`src/rtl/core_mem_arbiter_if.sv`:
```
// core_mem_arbiter_if: groups the fetch, load/store and system-bus signals of the memory arbiter
//   fetch port      : if_req_valid/ready/addr, if_rsp_valid/rdata/err
//   load/store port : ls_req_valid/ready/addr/we/wdata/be, ls_rsp_valid/rdata/err
//   system bus      : bus_req_valid/ready/addr/wdata/we/be/sel, bus_rsp_valid/rdata
//   slave modport   : arbiter side; master modport: requesters and peripheral slaves
interface core_mem_arbiter_if #(
    parameter int XLEN = 32
);
    logic              if_req_valid;
    logic              if_req_ready;
    logic [XLEN-1:0]   if_req_addr;
    logic              if_rsp_valid;
    logic [XLEN-1:0]   if_rsp_rdata;
    logic              if_rsp_err;
    logic              ls_req_valid;
    logic              ls_req_ready;
    logic [XLEN-1:0]   ls_req_addr;
    logic              ls_req_we;
    logic [XLEN-1:0]   ls_req_wdata;
    logic [XLEN/8-1:0] ls_req_be;
    logic              ls_rsp_valid;
    logic [XLEN-1:0]   ls_rsp_rdata;
    logic              ls_rsp_err;
    logic              bus_req_valid;
    logic              bus_req_ready;
    logic [XLEN-1:0]   bus_req_addr;
    logic [XLEN-1:0]   bus_req_wdata;
    logic              bus_req_we;
    logic [XLEN/8-1:0] bus_req_be;
    logic [2:0]        bus_req_sel;
    logic              bus_rsp_valid;
    logic [XLEN-1:0]   bus_rsp_rdata;
    modport slave (
        input  if_req_valid, if_req_addr,
        input  ls_req_valid, ls_req_addr, ls_req_we, ls_req_wdata, ls_req_be,
        input  bus_req_ready, bus_rsp_valid, bus_rsp_rdata,
        output if_req_ready, if_rsp_valid, if_rsp_rdata, if_rsp_err,
        output ls_req_ready, ls_rsp_valid, ls_rsp_rdata, ls_rsp_err,
        output bus_req_valid, bus_req_addr, bus_req_wdata, bus_req_we, bus_req_be, bus_req_sel
    );
    modport master (
        output if_req_valid, if_req_addr,
        output ls_req_valid, ls_req_addr, ls_req_we, ls_req_wdata, ls_req_be,
        output bus_req_ready, bus_rsp_valid, bus_rsp_rdata,
        input  if_req_ready, if_rsp_valid, if_rsp_rdata, if_rsp_err,
        input  ls_req_ready, ls_rsp_valid, ls_rsp_rdata, ls_rsp_err,
        input  bus_req_valid, bus_req_addr, bus_req_wdata, bus_req_we, bus_req_be, bus_req_sel
    );
endinterface

```
`src/rtl/core_mem_arbiter.sv`:
```
// core_mem_arbiter: shares one system bus between instruction fetch and load/store
//   clk   : rising-edge clock
//   rst_n : asynchronous active-low reset
//   mem   : slave modport carrying both requester ports and the system bus
//   Load/store wins arbitration unless fetch has waited MAX_WAIT load/store grants.
//   Accepted requests are decoded to ROM/UART/PLIC; misses and ROM writes get an
//   error response without a bus cycle. One transaction is outstanding at a time.
module core_mem_arbiter #(
    parameter int              XLEN          = 32,
    parameter logic [XLEN-1:0] BOOTROM_BASE  = 32'h8000_0000,
    parameter logic [XLEN-1:0] BOOTROM_RANGE = 32'h0000_1000,
    parameter logic [XLEN-1:0] UART_BASE     = 32'h1000_0000,
    parameter logic [XLEN-1:0] UART_RANGE    = 32'h0000_1000,
    parameter logic [XLEN-1:0] PLIC_BASE     = 32'h0C00_0000,
    parameter logic [XLEN-1:0] PLIC_RANGE    = 32'h0000_1000,
    parameter int              MAX_WAIT      = 4
) (
    input logic               clk,
    input logic               rst_n,
    core_mem_arbiter_if.slave mem
);
    localparam int SW = MAX_WAIT > 0 ? $clog2(MAX_WAIT + 1) : 1;
    typedef enum logic [1:0] {IDLE, REQ, RSP, ERR} state_t;
    state_t            state_q;
    logic              owner_q;
    logic [XLEN-1:0]   addr_q, wdata_q, if_rdata_q, ls_rdata_q;
    logic              we_q, bus_valid_q, if_valid_q, ls_valid_q, if_err_q, ls_err_q;
    logic [XLEN/8-1:0] be_q;
    logic [2:0]        sel_q, sel_d;
    logic [SW-1:0]     starve_q, starve_d;
    logic              ls_win, idle, ls_acc, if_acc, acc_we, rsp_fire, rsp_err;
    logic [XLEN-1:0]   acc_addr, rsp_data;
    // extra top bit keeps the subtraction from wrapping near the top of the map
    function automatic logic hit(input logic [XLEN-1:0] a, input logic [XLEN-1:0] base,
                                 input logic [XLEN-1:0] range);
        logic [XLEN:0] off;
        off = {1'b0, a} - {1'b0, base};
        return ({1'b0, a} >= {1'b0, base}) && (off < {1'b0, range});
    endfunction
    always_comb begin
        ls_win   = mem.ls_req_valid && !(mem.if_req_valid && starve_q == SW'(MAX_WAIT));
        idle     = rst_n && state_q == IDLE;
        ls_acc   = idle && ls_win;
        if_acc   = idle && mem.if_req_valid && !ls_win;
        acc_addr = ls_win ? mem.ls_req_addr : mem.if_req_addr;
        acc_we   = ls_win && mem.ls_req_we;
        sel_d    = {hit(acc_addr, PLIC_BASE, PLIC_RANGE), hit(acc_addr, UART_BASE, UART_RANGE),
                    hit(acc_addr, BOOTROM_BASE, BOOTROM_RANGE) && !acc_we};
        starve_d = if_acc ? '0 :
                   (ls_acc && mem.if_req_valid && starve_q != SW'(MAX_WAIT)) ? starve_q + SW'(1) :
                   starve_q;
        rsp_fire = (state_q == RSP && mem.bus_rsp_valid) || state_q == ERR;
        rsp_err  = state_q == ERR;
        rsp_data = rsp_err ? '0 : mem.bus_rsp_rdata;
    end
    always_ff @(posedge clk or negedge rst_n) begin
        if (!rst_n) begin
            state_q     <= IDLE;
            owner_q     <= 1'b0;
            addr_q      <= '0;
            wdata_q     <= '0;
            we_q        <= 1'b0;
            be_q        <= '0;
            sel_q       <= '0;
            bus_valid_q <= 1'b0;
            starve_q    <= '0;
            if_valid_q  <= 1'b0;
            if_rdata_q  <= '0;
            if_err_q    <= 1'b0;
            ls_valid_q  <= 1'b0;
            ls_rdata_q  <= '0;
            ls_err_q    <= 1'b0;
        end else begin
            starve_q   <= starve_d;
            if_valid_q <= rsp_fire && !owner_q;
            ls_valid_q <= rsp_fire && owner_q;
            if (rsp_fire && !owner_q) begin
                if_rdata_q <= rsp_data;
                if_err_q   <= rsp_err;
            end
            if (rsp_fire && owner_q) begin
                ls_rdata_q <= rsp_data;
                ls_err_q   <= rsp_err;
            end
            case (state_q)
                IDLE: if (ls_acc || if_acc) begin
                    owner_q     <= ls_acc;
                    addr_q      <= acc_addr;
                    we_q        <= acc_we;
                    wdata_q     <= ls_acc ? mem.ls_req_wdata : '0;
                    be_q        <= ls_acc ? mem.ls_req_be : '1;
                    sel_q       <= sel_d;
                    bus_valid_q <= |sel_d;
                    state_q     <= |sel_d ? REQ : ERR;
                end
                REQ: if (mem.bus_req_ready) begin
                    bus_valid_q <= 1'b0;
                    sel_q       <= '0;
                    state_q     <= RSP;
                end
                RSP: if (mem.bus_rsp_valid) state_q <= IDLE;
                default: state_q <= IDLE;
            endcase
        end
    end
    assign mem.if_req_ready  = if_acc;
    assign mem.ls_req_ready  = ls_acc;
    assign mem.if_rsp_valid  = if_valid_q;
    assign mem.if_rsp_rdata  = if_rdata_q;
    assign mem.if_rsp_err    = if_err_q;
    assign mem.ls_rsp_valid  = ls_valid_q;
    assign mem.ls_rsp_rdata  = ls_rdata_q;
    assign mem.ls_rsp_err    = ls_err_q;
    assign mem.bus_req_valid = bus_valid_q;
    assign mem.bus_req_addr  = addr_q;
    assign mem.bus_req_wdata = wdata_q;
    assign mem.bus_req_we    = we_q;
    assign mem.bus_req_be    = be_q;
    assign mem.bus_req_sel   = sel_q;
endmodule
```
`src/flat_wrapper.sv`:
```
// flat-port wrapper written by rule: the top's interface ports become plain ports
module core_mem_arbiter_flat 
#(
    parameter int              XLEN          = 32,
    parameter logic [XLEN-1:0] BOOTROM_BASE  = 32'h8000_0000,
    parameter logic [XLEN-1:0] BOOTROM_RANGE = 32'h0000_1000,
    parameter logic [XLEN-1:0] UART_BASE     = 32'h1000_0000,
    parameter logic [XLEN-1:0] UART_RANGE    = 32'h0000_1000,
    parameter logic [XLEN-1:0] PLIC_BASE     = 32'h0C00_0000,
    parameter logic [XLEN-1:0] PLIC_RANGE    = 32'h0000_1000,
    parameter int              MAX_WAIT      = 4
)
  (clk, rst_n, mem_if_req_valid, mem_if_req_addr, mem_ls_req_valid, mem_ls_req_addr, mem_ls_req_we, mem_ls_req_wdata, mem_ls_req_be, mem_bus_req_ready, mem_bus_rsp_valid, mem_bus_rsp_rdata, mem_if_req_ready, mem_if_rsp_valid, mem_if_rsp_rdata, mem_if_rsp_err, mem_ls_req_ready, mem_ls_rsp_valid, mem_ls_rsp_rdata, mem_ls_rsp_err, mem_bus_req_valid, mem_bus_req_addr, mem_bus_req_wdata, mem_bus_req_we, mem_bus_req_be, mem_bus_req_sel);
  core_mem_arbiter_if #(.XLEN(XLEN)) mem_i ();
  input logic clk;
  input logic rst_n;
  input wire logic [$bits(mem_i.if_req_valid)-1:0] mem_if_req_valid;
  input wire logic [$bits(mem_i.if_req_addr)-1:0] mem_if_req_addr;
  input wire logic [$bits(mem_i.ls_req_valid)-1:0] mem_ls_req_valid;
  input wire logic [$bits(mem_i.ls_req_addr)-1:0] mem_ls_req_addr;
  input wire logic [$bits(mem_i.ls_req_we)-1:0] mem_ls_req_we;
  input wire logic [$bits(mem_i.ls_req_wdata)-1:0] mem_ls_req_wdata;
  input wire logic [$bits(mem_i.ls_req_be)-1:0] mem_ls_req_be;
  input wire logic [$bits(mem_i.bus_req_ready)-1:0] mem_bus_req_ready;
  input wire logic [$bits(mem_i.bus_rsp_valid)-1:0] mem_bus_rsp_valid;
  input wire logic [$bits(mem_i.bus_rsp_rdata)-1:0] mem_bus_rsp_rdata;
  output wire logic [$bits(mem_i.if_req_ready)-1:0] mem_if_req_ready;
  output wire logic [$bits(mem_i.if_rsp_valid)-1:0] mem_if_rsp_valid;
  output wire logic [$bits(mem_i.if_rsp_rdata)-1:0] mem_if_rsp_rdata;
  output wire logic [$bits(mem_i.if_rsp_err)-1:0] mem_if_rsp_err;
  output wire logic [$bits(mem_i.ls_req_ready)-1:0] mem_ls_req_ready;
  output wire logic [$bits(mem_i.ls_rsp_valid)-1:0] mem_ls_rsp_valid;
  output wire logic [$bits(mem_i.ls_rsp_rdata)-1:0] mem_ls_rsp_rdata;
  output wire logic [$bits(mem_i.ls_rsp_err)-1:0] mem_ls_rsp_err;
  output wire logic [$bits(mem_i.bus_req_valid)-1:0] mem_bus_req_valid;
  output wire logic [$bits(mem_i.bus_req_addr)-1:0] mem_bus_req_addr;
  output wire logic [$bits(mem_i.bus_req_wdata)-1:0] mem_bus_req_wdata;
  output wire logic [$bits(mem_i.bus_req_we)-1:0] mem_bus_req_we;
  output wire logic [$bits(mem_i.bus_req_be)-1:0] mem_bus_req_be;
  output wire logic [$bits(mem_i.bus_req_sel)-1:0] mem_bus_req_sel;
  assign mem_i.if_req_valid = mem_if_req_valid;
  assign mem_i.if_req_addr = mem_if_req_addr;
  assign mem_i.ls_req_valid = mem_ls_req_valid;
  assign mem_i.ls_req_addr = mem_ls_req_addr;
  assign mem_i.ls_req_we = mem_ls_req_we;
  assign mem_i.ls_req_wdata = mem_ls_req_wdata;
  assign mem_i.ls_req_be = mem_ls_req_be;
  assign mem_i.bus_req_ready = mem_bus_req_ready;
  assign mem_i.bus_rsp_valid = mem_bus_rsp_valid;
  assign mem_i.bus_rsp_rdata = mem_bus_rsp_rdata;
  assign mem_if_req_ready = mem_i.if_req_ready;
  assign mem_if_rsp_valid = mem_i.if_rsp_valid;
  assign mem_if_rsp_rdata = mem_i.if_rsp_rdata;
  assign mem_if_rsp_err = mem_i.if_rsp_err;
  assign mem_ls_req_ready = mem_i.ls_req_ready;
  assign mem_ls_rsp_valid = mem_i.ls_rsp_valid;
  assign mem_ls_rsp_rdata = mem_i.ls_rsp_rdata;
  assign mem_ls_rsp_err = mem_i.ls_rsp_err;
  assign mem_bus_req_valid = mem_i.bus_req_valid;
  assign mem_bus_req_addr = mem_i.bus_req_addr;
  assign mem_bus_req_wdata = mem_i.bus_req_wdata;
  assign mem_bus_req_we = mem_i.bus_req_we;
  assign mem_bus_req_be = mem_i.bus_req_be;
  assign mem_bus_req_sel = mem_i.bus_req_sel;
  core_mem_arbiter #(.XLEN(XLEN), .BOOTROM_BASE(BOOTROM_BASE), .BOOTROM_RANGE(BOOTROM_RANGE), .UART_BASE(UART_BASE), .UART_RANGE(UART_RANGE), .PLIC_BASE(PLIC_BASE), .PLIC_RANGE(PLIC_RANGE), .MAX_WAIT(MAX_WAIT)) u_core (.clk(clk), .rst_n(rst_n), .mem(mem_i));
endmodule
```
`config.mk`:
```
export PLATFORM = sky130hd
export DESIGN_NAME = core_mem_arbiter_flat
export DESIGN_NICKNAME = d
export VERILOG_FILES = /design/src/rtl/core_mem_arbiter_if.sv /design/src/rtl/core_mem_arbiter.sv /design/src/flat_wrapper.sv
export SDC_FILE = /design/constraint.sdc
export NUM_CORES = 1
export LEC_CHECK = 0
export CELL_PAD_IN_SITES_DETAIL_PLACEMENT = 2
export CELL_PAD_IN_SITES_GLOBAL_PLACEMENT = 2
export CORE_MARGIN = 8
export CORE_UTILIZATION = 38
export CTS_CLUSTER_DIAMETER = 100
export DETAILED_ROUTE_END_ITERATION = 7
export DONT_BUFFER_PORTS = 1
export GPL_TIMING_DRIVEN = 0
export PLACE_DENSITY = 0.82
export REMOVE_ABC_BUFFERS = 1
export SLEW_MARGIN = 10
export SYNTH_ARGS = -nofsm -noshare
export SYNTH_HDL_FRONTEND = slang
export SYNTH_SLANG_ARGS = --single-unit
```
`constraint.sdc`:
```
create_clock -name clk -period 5.1 [get_ports clk]
set_input_delay 0.255 -clock clk [delete_from_list [all_inputs] [get_ports clk]]
set_output_delay 0.255 -clock clk [all_outputs]
set_load 0.03 [all_outputs]
```
==> key figures, run 1 <==
Clock network
  – CTS max path bufs: 2
  – PostCTS Resize Cnt: 0
  – Setup Buffers After CTS: 0
  – CTS tree: built
  – Clock sink count: 147
  – H-tree depth: 4
  – Worst-path clk slew: 60 ps
  – Cts bufs inserted: 17
  – Root buf cell: clkbuf_16
  – Clk_lat worst skew: 420 ps

Logic synthesis
  – Xor and xnor area share after synthesis: 0.141%
  – Sequential-to-total area share from yosys stat: about three fifths
  – Post-Syn Instances: 658
  – Complex-gate fraction of the synthesized area: 14.8%
  – Post-Synth Simple-Gate Area: 16.7%
  – Main flop type after synthesis: dfrtp_1
  – Area of the mapped netlist: between 0.006 and 0.007 mm2
  – Adder-cell share of the synthesized area: 1.01%
  – Main combinational cell family by area after synthesis: simple AND/OR/NAND/NOR gates
  – Asr flop ratio synth: 100%
  – EDFF count, synth: 0
  – Unique masters post-synth: 42
  – Post-synthesis average cell area: roughly 9.4 um2
  – Synthesized flop and latch total: 147
  – Post-synthesis mux area share: 4.51%
  – Synth warn: 0

Power
  – Leakage: 0.00353 uW
  – Pwr dens: 723 mW/mm2
  – Power share of the combinational group: 18.1%
  – Worst VDD drop: 0.000265 V
  – Sw frac: 48.7%
  – Sw power: 2690 uW
  – Clk pwr share: about a quarter
  – Power, Total: 5520 uW
  – Int Pwr: 2840 uW
  – Sequential power share: 57.9%

Die
  – Rows: 46
  – Initial Util: 38.9%
  – Die W: between 100 and 150 um
  – Core ar.: ~0.016 mm2
  – Total die area: around 0.021 mm2
  – Die H: 144 um
  – Ports: 282

Critical path
  – Worst Setup End Kind: output pin
  – Crit Path Class: flop to output pin
  – CP arrival: 3000 ps
  – Worst Path Max Fanout: 42
  – Crit path max-delay cell type: nor2_4
  – CP peak stage delay: roughly 760 ps
  – Crit start category: flop
  – CP cell instances: nor3b_1, o21ai_4, nor2_4, buf_12
  – Critical Path RT: ~4900 ps

Timing
  – Final Slew Violations: 0
  – # setup viols final: 0
  – RSZ-0062 raised after global routing: false
  – Worst clock skew: about 8.8 ps
  – Pin slew with the least headroom to its limit: 1090 ps
  – Fin crit share: 63.8%
  – Max-slew headroom: ~27%
  – Hold Vio Cnt, Final: 0
  – Final min period: 3250 ps
  – WHS: 0.806 ps
  – Peak Freq: 307 MHz

Routing
  – Drt via density: 5.48
  – 1st-pass router iterations: 4
  – Detailed Route Iter0 Violations: 219
  – Antenna Nets Post-Route: 0
  – Detailed-route via count: 5,073
  – DRC errors left: 0
  – DRT Wirelength: 22,100 um
  – Avg WL per Cell: 23.8 um

Cells and area
  – Area delta synth->final: 23.0%
  – Layout Nets: 841
  – Layout cells sized above 1: 6.76%
  – Diodes inserted: 0

Global route
  – Vias in the first global route: 5,840
  – Global-route wire length before repair: 33,500 um
  – GRT Overall Usage: a little over a fifth
  – Initial antenna violation count: 0
  – Grt total ovfl: 0
  – Largest net degree at the start of global routing: 148

Place
  – Post-detail-place hpwl: roughly 15,000 um
  – Routability cong.: ~0.8
  – PortBufs: 0

Hold path
  – Hold WC Path Type: input pin to flop

Status
  – Status: complete, no violations

Job
  – Max cap viols: 0
-- Yosys cell counts (all sizes together), types with 2 or more instances --
library cell | n | share of area [%]
a21o | 3 | 0.36
a21oi | 7 | 0.56
a221oi | 3 | 0.52
and3 | 3 | 0.38
buf | 11 | 1.1
clkbuf | 31 | 1.9
dfrtp | 147 | 59
ha | 5 | 1.0
inv | 10 | 0.60
mux2i | 28 | 4.5
nand2 | 211 | 13
nand2b | 4 | 0.40
nand3 | 2 | 0.16
nand4 | 7 | 0.71
nor2 | 13 | 0.79
nor2b | 2 | 0.20
nor3 | 2 | 0.16
nor4 | 4 | 0.40
o211ai | 2 | 0.32
o21ai | 147 | 12
or4 | 2 | 0.30
-- state kept, by name, summed over array words and instances (netlist names) --
signal / count
u_core.state_q: 2
u_core.mem.bus_req_sel: 3
u_core.starve_q: 3
u_core.mem.bus_req_wdata: 32
u_core.owner_q: 1
u_core.mem.ls_rsp_rdata: 32
u_core.mem.ls_rsp_err: 1
u_core.mem.bus_req_we: 1
u_core.mem.bus_req_be: 4
u_core.mem.bus_req_addr: 32
u_core.mem.if_rsp_err: 1
u_core.mem.bus_req_valid: 1
u_core.mem.if_rsp_rdata: 32
u_core.mem.ls_rsp_valid: 1
u_core.mem.if_rsp_valid: 1
-- path summary, 6_finish.rpt --
path,start,endpoint,slack (ps),depth (start not counted)
max in group asynchronous,rst_n,u_core.starve_q[0]$_DFFE_PN0P_,4020,2
worst max-delay path,u_core.state_q[0]$_DFFE_PN0P_,mem_ls_req_ready,1850,4
worst max register to register,u_core.state_q[0]$_DFFE_PN0P_,u_core.mem.bus_req_wdata[5]$_DFFE_PN0P_,2220,6
worst min-delay path,mem_ls_req_wdata[12],u_core.mem.bus_req_wdata[12]$_DFFE_PN0P_,0.8,2
worst min register to register,u_core.owner_q$_DFFE_PN0P_,u_core.mem.if_rsp_err$_DFFE_PN0P_,570,1
min in group asynchronous,rst_n,u_core.mem.if_rsp_rdata[2]$_DFFE_PN0P_,460,2
-- per-stage QoR --
step                      setup slack [ps]  setup TNS [ps]  instance area, um2  util (%)  instances
after global placement               -2310          -87540                6300      39.5        832
after detailed placement              2050               0                6410      40.2        836
final                                 1850               0                7640      47.9        926
after floorplan                        174               0                6030         -        616
after CTS                             1590               0                7620      47.8        925
after global routing                  1540               0                7640      47.9        926
-- what timing repair did --
item | 4_1_cts | 5_1_grt
hold buffers | 57 | 1
endpoints found under the setup margin | 0 | 0
endpoints found under the hold margin | 210 | 1
-- power groups by stage --
stage               registers [uW]  clock network, uW  logic, uW
floorplan                     3000                  0        648
global placement              3190                  0        790
detailed placement            3220                  0        928
CTS                           3210               1350       1000
global route                  3270               1400       1160
finish                        3200               1320       1000
-- area by class of cell --
cell class / count / area, um2
Inverter: 10 / 37.5
Sequential cell: 147 / 3680
Clock buffer: 20 / 457
Timing Repair Buffer: 62 / 686
Multi-Input combinational cell: 459 / 2340
Clock inverter: 12 / 169
Tap cell: 216 / 270
Fill cell: 1670 / 8310
-- cell usage in the layout, fill, tap and decap left out, types with 3 or more instances in the layout --
cell             n
ha_1             5
nand2_1        207
nor4_1           4
a21o_1           3
nand2_2          4
nor2_1          12
mux2i_1         28
dfrtp_1        147
bufinv_16        3
nand2b_1         4
inv_1            9
nand4_1          7
clkbuf_16       17
inv_6            4
dlygate4sd3_1   57
buf_12           3
o21ai_0        144
a21oi_1          7
-- layer usage --
layer  part of all wire [%]  GRT usage (%)
met2                     51           36.9
met1                     36           21.9
met5                      0              0
met4                    2.7           8.08
met3                     10           8.96
-- kinds of logic after synthesis --
logic type,count (synthesis)
xor gates and xnor gates,1
adders and majority gates,5
muxes,28
AOI/OAI and AO/OA,171
and+or+nand+nor,254
buffers and inverters,52
DFF,147
-- worst max-delay path: cells and delay by family (launching register included) --
kind,cells,cell delay [ps]
AOI/OAI and AO/OA,1,410
and+or+nand+nor,2,1400
buffers and inverters,1,280
DFF,1,470
(Power assumes the default switching activity.)
==> run 2: changes to the inputs <==
--- a/config.mk
+++ b/config.mk
@@ -5,15 +5,16 @@
 export SDC_FILE = /design/constraint.sdc
 export NUM_CORES = 1
 export LEC_CHECK = 0
+export ABC_AREA = 1
 export CELL_PAD_IN_SITES_DETAIL_PLACEMENT = 2
 export CELL_PAD_IN_SITES_GLOBAL_PLACEMENT = 2
 export CORE_MARGIN = 8
-export CORE_UTILIZATION = 38
+export CORE_UTILIZATION = 35
 export CTS_CLUSTER_DIAMETER = 100
 export DETAILED_ROUTE_END_ITERATION = 7
 export DONT_BUFFER_PORTS = 1
 export GPL_TIMING_DRIVEN = 0
-export PLACE_DENSITY = 0.82
+export PLACE_DENSITY = 0.78
 export REMOVE_ABC_BUFFERS = 1
 export SLEW_MARGIN = 10
 export SYNTH_ARGS = -nofsm -noshare
==> constraint.sdc (replaced) <==
create_clock -name clk -period 3.3 [get_ports clk]
set_input_delay 0.165 -clock clk [delete_from_list [all_inputs] [get_ports clk]]
set_output_delay 0.165 -clock clk [all_outputs]
set_load 0.03 [all_outputs]
==> run 2 against run 1 <==
Net effect: the run now ends with negative hold slack left; setup slack got worse by 1600 ps; via count rose by 13%; synthesized cell count rose by 15%; count of clock-buffer cells in the layout fell by 1; clock power rose by 45%; clock skew rose by 4.4 ps; die area rose by 11%; critical path depth rose by 14; global-route usage rose by 1.0 points; total power rose by 60%; utilization fell by 1.7 points; largest power group unchanged; highest routed layer unchanged.
==> key figures, run 2 <==
Timing
  – WHS: -558 ps (-559 ps)
  – Max-slew headroom: 22.2% (-4.9 points)
  – Peak Freq: 333 MHz
  – Final min period: between 3000 and 4000 ps
  – Final Slew Violations: 0 (unchanged)
  – # setup viols final: 0 (unchanged)
  – Fin crit share: 91.1%
  – Pin slew with the least headroom to its limit: 1170 ps (+72.1 ps)
  – Post-route setup slack: 293 ps (-1550 ps)
  – RSZ-0062 raised after global routing: false
  – Worst clock skew: 13.2 ps (+4.42 ps)
  – Hold Vio Cnt, Final: 147 (+147)

Cells and area
  – FF+latch area: 0.00368 mm2 (unchanged)
  – Post-Layout Cell Count: 1,094 (+18%)
  – Multi-input logic area: 0.00237 mm2 (+1.2%)
  – Layout cells sized above 1: 6.14% (-0.62 points)
  – Layout Nets: 994 (+18%)
  – Most frequent cells in the layout: 309 x nand2_1, 147 x dfrtp_1, 105 x dlygate4sd3_1, 66 x inv_1, 66 x nor2_1
  – Filler cell count: 1,918 (+15%)
  – Most common cell after layout, fill and taps aside: nand2_1
  – Area delta synth->final: 29.1%

Clock network
  – Clk_lat worst skew: 420 ps (about the same)
  – Setup Buffers After CTS: 0 (unchanged)
  – H-tree depth: 4 (unchanged)
  – CTS max path bufs: 2 (unchanged)
  – Root buf cell: clkbuf_16
  – Cts bufs inserted: 17 (unchanged)
  – Worst-path clk slew: 60 ps (about the same)
  – CTS tree: built
  – Clock sink count: 147 (unchanged)
  – Cts hold-fix bufs: 105 (+84%)

Logic synthesis
  – Post-Syn Instances: 755 (+15%)
  – Ranking of synthesized cells by instance count: 309 x nand2_1, 147 x dfrtp_1, 68 x nor2_1
  – Top cell type's share of synthesized area: 57.3% (-2.0 points)
  – Asr flop ratio synth: 100% (unchanged)
  – Area of the mapped netlist: 0.00642 mm2 (+3.4%)
  – Sequential-to-total area share from yosys stat: 57.3% (-2.0 points)
  – Synth warn: 0 (unchanged)
  – Top cells by area, synth: dfrtp_1 57%, nand2_1 18%, a22o_1 4.4%
  – Unique masters post-synth: 26 (-38%)
  – Main flop type after synthesis: dfrtp_1
  – EDFF count, synth: 0 (unchanged)
  – Synthesized flop and latch total: 147 (unchanged)
  – Synth area leader: dfrtp_1
  – Post-synthesis average cell area: 8.51 um2 (-9.8%)
  – Most common cell in the netlist: nand2_1

Routing
  – Detailed-route via count: 5,719 (+13%)
  – Antenna Nets Post-Route: 0 (unchanged)
  – Met2 WL: 13,600 um (+20%)
  – Drt via density: 5.23 (-4.6%)
  – DRT Wirelength: 25,800 um (+17%)
  – 1st-pass router iterations: 7 (+3)
  – Avg WL per Cell: 23.6 um (-0.94%)
  – Met3 WL: 2430 um (+10%)
  – Top routing layer in use: met4
  – DRC errors left: 0 (unchanged)
  – Wl on met1: 9130 um (+16%)
  – Detailed Route Iter0 Violations: 165 (-25%)

Place
  – PortBufs: 0 (unchanged)
  – Post-detail-place hpwl: 15,600 um (+3.4%)
  – Routability cong.: 0.745 (-7.9%)
  – Placed instance count: 951 (+14%)
  – Setup WS pre-CTS: -418 ps (-2470 ps)

Power
  – Sw power: 4440 uW (+65%)
  – Clk pwr share: 21.7% (-2.3 points)
  – Sw frac: 50.2% (+1.5 points)
  – Power, Total: 8850 uW (+60%)
  – Leakage: 0.00422 uW (+19%)
  – Power share of the combinational group: 22.1% (+4.0 points)
  – Worst VDD drop: 0.000464 V (+75%)
  – Pwr dens: 1070 mW/mm2 (+48%)
  – Int Pwr: 4410 uW (+56%)
  – Sequential power share: 56.2% (-1.7 points)

Die
  – Ports: 282 (unchanged)
  – Die H: 151 um (+5.3%)
  – Total die area: 0.0229 mm2 (+11%)
  – Rows: 49 (+6.5%)
  – Die W: 151 um (+5.3%)
  – Core ar.: 0.0180 mm2 (+13%)
  – Initial Util: 35.8% (-3.2 points)

Critical path
  – Crit start category: flop
  – Crit Reg-Reg Startpoint: u_core.starve_q[0]$_DFFE_PN0P_
  – CP arrival: 3300 ps (+300 ps)
  – Delay-heaviest family, CP: simple AND/OR/NAND/NOR gates
  – Crit Path Class: flop to flop
  – Worst-case reg-to-reg path depth: 18 (+12)
  – Worst Setup End Kind: flop
  – Reg2reg setup slack: 290 ps (-1930 ps)
  – Worst R2R End: u_core.state_q[1]$_DFFE_PN0P_
  – CP dominant cell by count: nand2_1
  – CP bufs+invs: 3 (+2)
  – CP cell instances: inv_1, ha_1, nand3_4, nand2_8, inv_4, nand2_1, nand2_1, inv_1, ha_1, nand3b_1, nor2_1, nand2_1, nor2_1, nand3_1, nand3_1, nand2_1, nand2_1, nand2_1
  – Critical Path RT: 3600 ps (-1250 ps)
  – Worst Path Max Fanout: 20 (-52%)
  – CP peak stage delay: 430 ps (-330 ps)
  – Crit path max-delay cell type: dfrtp_1

Hold path
  – Hold WC Path Type: input pin to async pin

Status
  – Failing checks: negative hold slack
  – Status: finished with violations

Global route
  – Vias in the first global route: 6,708 (+15%)
  – Initial antenna violation count: 1 (+1)
  – GRT Overall Usage: 22.0% (+1.0 points)
  – Global-route wire length before repair: 38,800 um (+16%)
  – Largest net degree at the start of global routing: 149 (+0.68%)
  – Grt total ovfl: 0 (unchanged)

Job
  – Max cap viols: 0 (unchanged)
## run 2: power groups by stage
| stage | combinational [uW] | sequential, uW | clock, uW |
|---|---|---|---|
| 2_1_floorplan | 1250 | 4630 | 0 |
| 3_3_place_gp | 1550 | 4940 | 0 |
| 3_5_place_dp | 1780 | 4990 | 0 |
| 4_1_cts | 1920 | 4970 | 1960 |
| 5_1_grt | 2210 | 5080 | 2050 |
| 6_report | 1960 | 4970 | 1920 |
## run 2: layer usage
metal / track usage (%) / vias to the layer above
li1: - / 2551
met2: 39.6 / 227
met1: 22.7 / 2895
met5: 0 / -
met3: 8.20 / 46
met4: 9.15 / 0
## run 2: how the worst max path moves through the flow
stage	startpoint	end	slack, ps	cells past startpoint
2_1_floorplan	u_core.starve_q[0]$_DFFE_PN0P_	u_core.state_q[1]$_DFFE_PN0P_	160	11
3_3_place_gp	u_core.state_q[0]$_DFFE_PN0P_	u_core.mem.if_rsp_err$_DFFE_PN0P_	-1320	6
3_5_place_dp	u_core.starve_q[0]$_DFFE_PN0P_	u_core.mem.bus_req_sel[0]$_DFFE_PN0P_	-420	10
4_1_cts	u_core.starve_q[0]$_DFFE_PN0P_	u_core.state_q[1]$_DFFE_PN0P_	20	11
5_1_grt	u_core.starve_q[0]$_DFFE_PN0P_	u_core.state_q[1]$_DFFE_PN0P_	90	18
6_report	u_core.starve_q[0]$_DFFE_PN0P_	u_core.state_q[1]$_DFFE_PN0P_	290	18
## run 2: worst register-to-register path, cell delays in order, from the launching register on
cell,delay [ps]
dfrtp_1,430
inv_1,90
ha_1,190
nand3_4,270
nand2_8,290
inv_4,140
nand2_1,100
nand2_1,80
inv_1,160
ha_1,260
nand3b_1,150
nor2_1,90
nand2_1,60
nor2_1,130
nand3_1,110
nand3_1,130
nand2_1,90
nand2_1,80
nand2_1,50
## run 2: timing repair
| action | CTS | global route |
|---|---|---|
| setup endpoints to repair | 15 | 5 |
| cloned | 2 | 2 |
| pin swaps | 1 | 2 |
| gates resized for setup | 1 | 4 |
| endpoints found under the hold margin | 263 | 147 |
## run 2: cell type report
| class | instances | share of cell area [%] |
|---|---|---|
| Sequential cell | 147 | 44.4 |
| Antenna cell | 2 | 0.0604 |
| Clock inverter | 13 | 1.46 |
| Clock buffer | 19 | 5.46 |
| Inverter | 70 | 3.23 |
| Timing Repair Buffer | 108 | 13.4 |
| Tap cell | 229 | 3.46 |
| Multi-Input combinational cell | 506 | 28.6 |
## run 2: cell families after synthesis
family / synth area share, %
AOI/OAI and AO/OA: 8.77
adders and majority gates: 0.974
DFF: 57.3
xor gates and xnor gates: 0.136
buffers and inverters: 6.58
and+or+nand+nor: 26.3
## run 2: metrics by stage
| step | utilization (%) | hold slack, ps | instance area, um2 | TNS (ps) |
|---|---|---|---|---|
| finish | 46.2 | -558 | 8290 | 0 |
| global route | 46.1 | -588 | 8290 | 0 |
| CTS | 46.0 | -581 | 8260 | 0 |
| detailed placement | 36.9 | -126 | 6630 | -1890 |
| global placement | 36.5 | -126 | 6550 | -89700 |
| floorplan | - | -131 | 6260 | 0 |
==> run 3: changes to the inputs <==
--- a/config.mk
+++ b/config.mk
@@ -15,6 +15,7 @@
 export DONT_BUFFER_PORTS = 1
 export GPL_TIMING_DRIVEN = 0
 export PLACE_DENSITY = 0.78
+export RECOVER_POWER = 100
 export REMOVE_ABC_BUFFERS = 1
 export SLEW_MARGIN = 10
 export SYNTH_ARGS = -nofsm -noshare
==> run 3 against run 2 <==
Net effect: the run still ends with negative hold slack left; final area is 0.78% lower; combinational power is 4% lower; hold slack hardly changed; count of clock-buffer cells in the layout stayed put; die area stayed put; fmax hardly changed; largest power group unchanged.
==> key figures, run 3 (same netlist as run 2, synthesis figures left out) <==
Clock network
  – Clock sink count: 147 (unchanged)
  – H-tree depth: 4 (unchanged)
  – Setup Buffers After CTS: 0 (unchanged)
  – Root buf cell: clkbuf_16
  – Cts hold-fix bufs: 105 (unchanged)
  – Worst-path clk slew: 60 ps (about the same)
  – CTS tree: built
  – Clk_lat worst skew: 420 ps (about the same)
  – CTS max path bufs: 2 (unchanged)
  – Cts bufs inserted: 17 (unchanged)

Cells and area
  – Layout cells sized above 1: 5.79% (-0.35 points)
  – Most common cell after layout, fill and taps aside: nand2_1
  – Final Util: 45.8% (-0.36 points)
  – Layout Nets: 994 (unchanged)
  – Post-Layout Cell Count: 1,094 (unchanged)
  – Most frequent cells in the layout: 309 x nand2_1, 147 x dfrtp_1, 105 x dlygate4sd3_1, 69 x nor2_1, 66 x inv_1
  – Area delta synth->final: 28.0%
  – Final Instance Area: 0.00823 mm2 (-0.78%)

Power
  – Leakage: 0.00420 uW (-0.36%)
  – Int Pwr: 4370 uW (-0.95%)
  – Clk pwr share: 21.9% (+0.2 points)
  – Sw frac: 50.3% (+0.082 points)
  – Worst VDD drop: 0.000465 V (+0.14%)
  – Sequential power share: 56.5% (+0.3 points)
  – Sw power: 4420 uW (-0.63%)
  – Pwr dens: 1070 mW/mm2 (about the same)
  – Power share of the combinational group: 21.6% (-0.5 points)
  – Power, Total: 8780 uW (-0.79%)

Status
  – Status: finished with violations
  – Failing checks: negative hold slack

Die
  – Initial Util: 35.8% (unchanged)
  – Total die area: 0.0229 mm2 (unchanged)
  – Rows: 49 (unchanged)
  – Die W: 151 um (unchanged)
  – Die H: 151 um (unchanged)
  – Ports: 282 (unchanged)
  – Core ar.: 0.0180 mm2 (unchanged)

Hold path
  – Hold WC Path Type: input pin to async pin

Critical path
  – Critical Path RT: 3600 ps (about the same)
  – Worst-case reg-to-reg path depth: 18 (unchanged)
  – Crit Path Class: flop to flop
  – Reg2reg setup slack: 290 ps (about the same)
  – Crit start category: flop
  – Worst Path Max Fanout: 20 (unchanged)
  – Worst Setup End Kind: flop
  – Worst R2R End: u_core.state_q[1]$_DFFE_PN0P_
  – Crit Reg-Reg Startpoint: u_core.starve_q[0]$_DFFE_PN0P_
  – CP arrival: 3310 ps (about the same)

Routing
  – Detailed-route via count: 5,732 (+0.23%)
  – Avg WL per Cell: 23.5 um (-0.26%)
  – Detailed Route Iter0 Violations: 173 (+4.8%)
  – DRC errors left: 0 (unchanged)
  – DRT Wirelength: 25,700 um (-0.26%)
  – Antenna Nets Post-Route: 0 (unchanged)
  – Drt via density: 5.24 (+0.23%)
  – 1st-pass router iterations: 6 (-1)

Job
  – Max cap viols: 0 (unchanged)

Global route
  – Grt total ovfl: 0 (unchanged)
  – GRT Overall Usage: 22.0% (unchanged)
  – Largest net degree at the start of global routing: 149 (unchanged)
  – Global-route wire length before repair: 38,800 um (unchanged)
  – Initial antenna violation count: 1 (unchanged)
  – Vias in the first global route: 6,708 (unchanged)

Place
  – Placed instance count: 951 (unchanged)
  – Routability cong.: 0.745 (unchanged)
  – PortBufs: 0 (unchanged)
  – Post-detail-place hpwl: 15,600 um (unchanged)
  – Placed cell area: 0.00663 mm2 (unchanged)

Timing
  – Peak Freq: 332 MHz (about the same)
  – # setup viols final: 0 (unchanged)
  – Pin slew with the least headroom to its limit: 1150 ps (-19.9 ps)
  – WHS: -558 ps (+0.477 ps)
  – Fin crit share: 91.2% (about the same)
  – Final Slew Violations: 0 (unchanged)
  – Final min period: 3010 ps (+2.77 ps)
  – Max-slew headroom: 23.5% (+1.3 points)
  – Worst clock skew: 12.6 ps (-0.576 ps)
  – RSZ-0062 raised after global routing: false
  – Hold Vio Cnt, Final: 147 (unchanged)
run 3: through the flow:
step / setup slack, ps / setup TNS [ps] / hold slack, ps
floorplan: 161 / 0 / -131
global placement: -1320 / -89700 / -126
detailed placement: -418 / -1890 / -126
CTS: 22.9 / 0 / -581
global route: 72.9 / 0 / -588
finish: 290 / 0 / -558
run 3: routing by layer:
layer	track usage, %	part of all wire (%)	vias to the layer above	routed length, um
met5	0	0	-	0
met4	9.15	2.6	0	677
met3	8.20	9.2	51	2360
met2	39.6	53	217	13600
met1	22.7	35	2906	9120
li1	-	-	2558	-
run 3: critical path, cell delays in order, from the launching register on:
cell      delay (ps)
dfrtp_1          430
inv_1             80
ha_1             190
nand3_4          260
nand2_8          280
inv_4            130
nand2_1           90
nand2_1           80
inv_1            160
ha_1             260
nand3b_1         150
nor2_1            90
nand2_1           70
nor2_1           130
nand3_1          110
nand3_1          130
nand2_1           90
nand2_1           80
nand2_1           50
run 3: area by class of cell:
type / count / area [um2]
flip-flops and latches: 147 / 3680
diodes: 2 / 5.00
fillers: 1927 / 9740
inverters: 70 / 265
clock inverters: 13 / 121
repair buffers: 108 / 1070
multi-input cells: 506 / 2350
well taps: 229 / 287
clock buffers: 19 / 453
run 3: what timing repair did:
action                                  CTS  global route
pin swaps                                 1             2
gates resized for setup                   1             4
endpoints found under the hold margin   263           147
endpoints found under the setup margin   15             5
cloned                                    2             2
run 3: worst max-delay path by stage:
stage,startpoint,end,slack [ps]
final,u_core.starve_q[0]$_DFFE_PN0P_,u_core.state_q[1]$_DFFE_PN0P_,290
after global routing,u_core.starve_q[0]$_DFFE_PN0P_,u_core.mem.bus_req_sel[0]$_DFFE_PN0P_,70
after CTS,u_core.starve_q[0]$_DFFE_PN0P_,u_core.state_q[1]$_DFFE_PN0P_,20
after detailed placement,u_core.starve_q[0]$_DFFE_PN0P_,u_core.mem.bus_req_sel[0]$_DFFE_PN0P_,-420
after global placement,u_core.state_q[0]$_DFFE_PN0P_,u_core.mem.if_rsp_err$_DFFE_PN0P_,-1320
after floorplan,u_core.starve_q[0]$_DFFE_PN0P_,u_core.state_q[1]$_DFFE_PN0P_,160
run 3: power by group through the flow:
| stage | Clock, uW | Combinational (uW) | Sequential [uW] |
|---|---|---|---|
| finish | 1920 | 1890 | 4970 |
| floorplan | 0 | 1250 | 4630 |
| global route | 2050 | 2150 | 5070 |
| CTS | 1960 | 1920 | 4970 |
| detailed placement | 0 | 1780 | 4990 |
| global placement | 0 | 1550 | 4940 |
